[src/rtl/router_pkg.sv]
// Shared router constants: byte width, buffer depth, header length field and derived widths.
package router_pkg;

    localparam int DATA_W  = 8;
    localparam int DEPTH   = 16;
    localparam int LEN_MSB = 7;
    localparam int LEN_LSB = 2;
    localparam int PTR_W   = $clog2(DEPTH) + 1;
    // Payload length plus one parity byte needs one bit more than the length field.
    localparam int CNT_W   = LEN_MSB - LEN_LSB + 2;

endpackage

[src/rtl/router_fifo_ram.sv]
// Entry storage for one output buffer: synchronous write, asynchronous read, no reset.
module router_fifo_ram #(
    parameter int DATA_W = router_pkg::DATA_W,
    parameter int DEPTH  = router_pkg::DEPTH
) (
    input  logic                     clk,
    input  logic                     i_we,
    input  logic [$clog2(DEPTH)-1:0] i_waddr,
    input  logic [DATA_W:0]          i_wdata,
    input  logic [$clog2(DEPTH)-1:0] i_raddr,
    output logic [DATA_W:0]          o_rdata
);

    logic [DATA_W:0] r_mem [DEPTH];

    always_ff @(posedge clk) begin
        if (i_we) begin
            r_mem[i_waddr] <= i_wdata;
        end
    end

    assign o_rdata = r_mem[i_raddr];

endmodule

[src/rtl/router_fifo.sv]
// Per-destination packet byte buffer with header marking; registered read data, 1-cycle latency.
// Writes while full and reads while empty are dropped; data_out clears once a packet has drained.
module router_fifo #(
    parameter int DATA_W = router_pkg::DATA_W,
    parameter int DEPTH  = router_pkg::DEPTH
) (
    input  logic              clk,
    input  logic              rst,
    input  logic              soft_rst,
    input  logic              write_enb,
    input  logic              read_enb,
    input  logic              lfd_state,
    input  logic [DATA_W-1:0] data_in,
    output logic [DATA_W-1:0] data_out,
    output logic              full,
    output logic              empty
);

    import router_pkg::*;

    localparam int AW = $clog2(DEPTH);
    localparam int PW = AW + 1;
    localparam logic [PW-1:0]    PTR_ONE  = PW'(1);
    localparam logic [PW-1:0]    WRAP_MSK = {1'b1, {AW{1'b0}}};
    localparam logic [CNT_W-1:0] CNT_ONE  = CNT_W'(1);

    logic [PW-1:0]     r_wr_ptr;
    logic [PW-1:0]     r_rd_ptr;
    logic [CNT_W-1:0]  r_pkt_cnt;
    logic [DATA_W-1:0] r_data_out;

    logic [DATA_W:0]   w_rd_entry;
    logic [CNT_W-1:0]  w_hdr_len;
    logic              w_full;
    logic              w_empty;
    logic              w_wr_acc;
    logic              w_rd_acc;
    logic              w_ram_we;

    assign w_empty  = (r_wr_ptr == r_rd_ptr);
    assign w_full   = ((r_wr_ptr ^ r_rd_ptr) == WRAP_MSK);
    assign w_wr_acc = write_enb & ~w_full;
    assign w_rd_acc = read_enb & ~w_empty;
    // A flush cycle must not leave a stale write behind in the array.
    assign w_ram_we = w_wr_acc & ~soft_rst;

    router_fifo_ram #(
        .DATA_W (DATA_W),
        .DEPTH  (DEPTH)
    ) u_ram (
        .clk     (clk),
        .i_we    (w_ram_we),
        .i_waddr (r_wr_ptr[AW-1:0]),
        .i_wdata ({lfd_state, data_in}),
        .i_raddr (r_rd_ptr[AW-1:0]),
        .o_rdata (w_rd_entry)
    );

    assign w_hdr_len = {1'b0, w_rd_entry[LEN_MSB:LEN_LSB]} + CNT_ONE;

    always_ff @(posedge clk or posedge rst) begin
        if (rst) begin
            r_wr_ptr <= '0;
            r_rd_ptr <= '0;
        end else if (soft_rst) begin
            r_wr_ptr <= '0;
            r_rd_ptr <= '0;
        end else begin
            if (w_wr_acc) begin
                r_wr_ptr <= r_wr_ptr + PTR_ONE;
            end
            if (w_rd_acc) begin
                r_rd_ptr <= r_rd_ptr + PTR_ONE;
            end
        end
    end

    // Counter tracks bytes left in the packet being drained; data_out idles at 0 between packets.
    always_ff @(posedge clk or posedge rst) begin
        if (rst) begin
            r_pkt_cnt  <= '0;
            r_data_out <= '0;
        end else if (soft_rst) begin
            r_pkt_cnt  <= '0;
            r_data_out <= '0;
        end else if (w_rd_acc) begin
            r_data_out <= w_rd_entry[DATA_W-1:0];
            if (w_rd_entry[DATA_W]) begin
                r_pkt_cnt <= w_hdr_len;
            end else if (r_pkt_cnt != '0) begin
                r_pkt_cnt <= r_pkt_cnt - CNT_ONE;
            end
        end else if (r_pkt_cnt == '0) begin
            r_data_out <= '0;
        end
    end

    assign data_out = r_data_out;
    assign full     = w_full;
    assign empty    = w_empty;

endmodule

[config.mk]
export PLATFORM = sky130hd
export DESIGN_NAME = router_fifo
export DESIGN_NICKNAME = d
export VERILOG_FILES = /design/src/rtl/router_pkg.sv /design/src/rtl/router_fifo_ram.sv /design/src/rtl/router_fifo.sv
export SDC_FILE = /design/constraint.sdc
export NUM_CORES = 1
export LEC_CHECK = 0
export BUFFER_PORTS_ARGS = -buffer_cell sky130_fd_sc_hd__clkbuf_2
export CAP_MARGIN = 20
export CORE_MARGIN = 2
export CORE_UTILIZATION = 61
export CTS_BUF_LIST = sky130_fd_sc_hd__clkbuf_4 sky130_fd_sc_hd__clkbuf_8 sky130_fd_sc_hd__clkbuf_16
export DETAILED_ROUTE_END_ITERATION = 8
export MAX_ROUTING_LAYER = met4
export PLACE_DENSITY = 0.82
export SYNTH_ARGS = -nofsm -noshare
export SYNTH_HDL_FRONTEND = slang
export SYNTH_SLANG_ARGS = --single-unit
[constraint.sdc]
create_clock -name clk -period 3.4 [get_ports clk]
set_input_delay 0.34 -clock clk [delete_from_list [all_inputs] [get_ports clk]]
set_output_delay 0.34 -clock clk [all_outputs]
set_load 0.005 [all_outputs]
==> results.json <==
{
  "cts_made_buffers": 17,
  "cpPeakStageDelay_ps": 620,
  "crit_slowest_cell": "dfrtp_2",
  "synth_ff_type": "edfxtp_1",
  "clock_sinks": 169,
  "holdPathStages": 1,
  "die_area_um2": 12530,
  "drive_above_1_share_pct": 26.94,
  "synth_nets": 445,
  "synth_cells": 424,
  "worst_ep_arrival_time_ps": 2990,
  "fmax_ghz": 0.3697,
  "skew_ps": 7.625,
  "finalWorstSetupSlack_ps": 695.1,
  "gp_congestion": 0.8581,
  "end_kind": "register",
  "hold_viol": 0,
  "path_cells": "mux4_2 > nor2b_1 > a21oi_1 > mux2i_1 > ha_1 > nand3b_1 > o21ai_0 > and3_1 > a32oi_1 > nor2_1",
  "crit_family": "multiplexers",
  "drv_cap": 0,
  "post-dp-hpwl_um": 9460,
  "p_leak_nw": 2.808,
  "grt_pass1_vias": 4006,
  "critPathLaunchType": "register",
  "vias_per_cell": 6.306,
  "grt_pass1_wl_um": 23180,
  "synthDistinctLibCells": 43,
  "first_pass_iters": 5,
  "drc": 0,
  "num_vias": 3992,
  "area_growth_pct": 14.63,
  "met3_usage_pct": 5.825,
  "placementRows": 39,
  "antenna_cells": 0,
  "intPower_mw": 3.776,
  "cts_tree": "built",
  "io-pin-count": 24,
  "path_buf_inv": 0,
  "worstSetupPathType": "reg2reg",
  "setup_tns_ps": 0,
  "antenna_found_initial": 0,
  "syn_avg_cell_area_um2": 16.76,
  "clk_pin_slew_ps": 60,
  "setup_viol": 0,
  "clk_path_buf_depth": 2,
  "clockRootBuffer": "clkbuf_16",
  "ys_async_sr_fraction_pct": 14.79,
  "ys_seq_elements": 169,
  "drv_slew": 0,
  "grt_max_degree": 33,
  "path_depth": 10,
  "clk_latency_ps": 430,
  "nNetsFinal": 499,
  "ant_nets": 0,
  "maxSlewHeadroom_pct": 52.17,
  "grt_overflow": 0,
  "hold_class": "in2reg",
  "power_frac_clock_pct": 37.7,
  "final_common_cell": "edfxtp_1",
  "htreeDepth": 4,
  "period_minus_slack_ps": 2705,
  "use_met2_pct": 39.39,
  "final_cell_mix": "edfxtp_1, mux4_2, nor2_1, buf_4, nand2_1",
  "irDropWorstVdd_uv": 503.5,
  "drt_first_iter_violations": 470,
  "status": "complete, no violations",
  "start_util_pct": 62.51,
  "powerDensity_nw_per_um2": 620.0,
  "portBuffers": 23,
  "worstMarginPinSlew_ps": 717.5,
  "drt-total-wl_um": 14950,
  "die_h_um": 111.9,
  "power_switching_mw": 1.274,
  "finalCritPeriodShare_pct": 79.56,
  "core_region_area_um2": 11370,
  "synth_area_um2": 7107,
  "worstPathRequired_ps": 3690,
  "cp_max_fo": 14,
  "ys_seq_area_share_pct": 69.65,
  "seqPwrFrac_pct": 46.8,
  "grt_usage_pct": 26.37,
  "synth_edf_count": 144,
  "die_w_um": 111.9,
  "p_sw_share_pct": 25.23,
  "wl_per_cell_um": 23.61,
  "top_usage_layer": "met2",
  "pre_cts_slack_ps": 714.7,
  "rsz0062_at_grt": "no",
  "use_met1_pct": 35.80,
  "r2r_cells": 10,
  "yosys_warnings": 0,
  "cts.repair.resized": 0,
  "p_comb_share_pct": 15.5
}
## cells by family after synthesis
group,count (synthesis),share of synthesized area [%]
mux,48,13.57
fa+ha+maj,7,1.232
flops,169,69.65
xor+xnor,19,2.342
buf+inv,32,2.324
compound gates,38,3.257
simple gates,111,7.623
## worst reg2reg max path: cells and delay by family (launching register included)
kind,cells,cell delay [ps]
mux,2,710
simple gates,4,500
fa+ha+maj,1,250
flops,1,620
compound gates,3,500
## cell usage after synthesis (4+ instances only)
library cell  number  area [um2]
nor2_1            37       138.9
xor2_1            11       96.34
nand3_1           14       70.07
buf_4              6       45.04
ha_1               7       87.58
edfxtp_1         144        4324
nand4_1            5       31.28
inv_1              7       26.28
buf_2              6       30.03
nand2b_1           7       43.79
a21oi_1           21       105.1
dfrtp_1           25       625.6
clkbuf_1          10       37.54
xnor2_1            8       70.07
mux4_2            37       833.3
mux2i_1            9       90.09
nand2_1           24       90.09
nor3_1             4       20.02
nor2b_1            6       37.54
## power groups by stage
| stage | Clock, mW | Sequential, mW | Combinational, mW |
|---|---|---|---|
| floorplan | 0 | 2.38 | 0.610 |
| global placement | 0 | 2.40 | 0.747 |
| detailed placement | 0 | 2.41 | 0.770 |
| CTS | 1.92 | 2.36 | 0.774 |
| global route | 2.01 | 2.37 | 0.865 |
| finish | 1.90 | 2.36 | 0.783 |
## path summary, 6_finish.rpt
| kind | end | slack (ps) | startpoint |
|---|---|---|---|
| worst max-delay path | r_pkt_cnt[6] | 700 | r_rd_ptr[1] |
| worst min-delay path | u_ram.r_mem[3][4] | 320 | data_in[4] |
| worst max register to register | r_pkt_cnt[6] | 700 | r_rd_ptr[1] |
| worst min register to register | r_pkt_cnt[6] | 530 | r_pkt_cnt[6] |
| max in group asynchronous | r_rd_ptr[0] | 2650 | rst |
| min in group asynchronous | data_out[4] | 350 | rst |
## layout make-up
type	count	area (um2)
inverter	7	26.28
tap	143	178.9
timing repair buffer	60	415.4
fill	678	3223
sequential	169	4952
multi-input combinational	223	1992
clock inverter	14	156.4
clock buffer	17	425.4
## layer usage
metal / share of wire [%] / wire (um)
met2: 49 / 7360
met3: 7.5 / 1127
met4: 3.2 / 473
met5: 0 / 0
met1: 40 / 5987
## sequential cells by signal (all words and copies together) (netlist names)
name and cells:
data_out 8, u_ram.r_mem 144, r_pkt_cnt 7, r_wr_ptr 5, r_rd_ptr 5
## stage by stage
step | hold slack [ps] | instances | instance area [um2] | util [%] | power (mW)
5_1_grt | 340.3 | 633 | 8147 | 71.65 | 5.246
3_3_place_gp | 512.2 | 600 | 7527 | 66.20 | 3.148
4_1_cts | 147.3 | 631 | 8109 | 71.32 | 5.058
6_report | 319.8 | 633 | 8147 | 71.65 | 5.051
3_5_place_dp | 504.8 | 600 | 7527 | 66.20 | 3.177
2_1_floorplan | 367.3 | 424 | 7107 | - | 2.985
## what timing repair did
| action | in CTS | in global routing |
|---|---|---|
| hold buffers | 0 | 1 |
| hold endpoints to repair | 0 | 3 |
| setup buffers | 0 | 0 |
(Power assumes the default switching activity.)
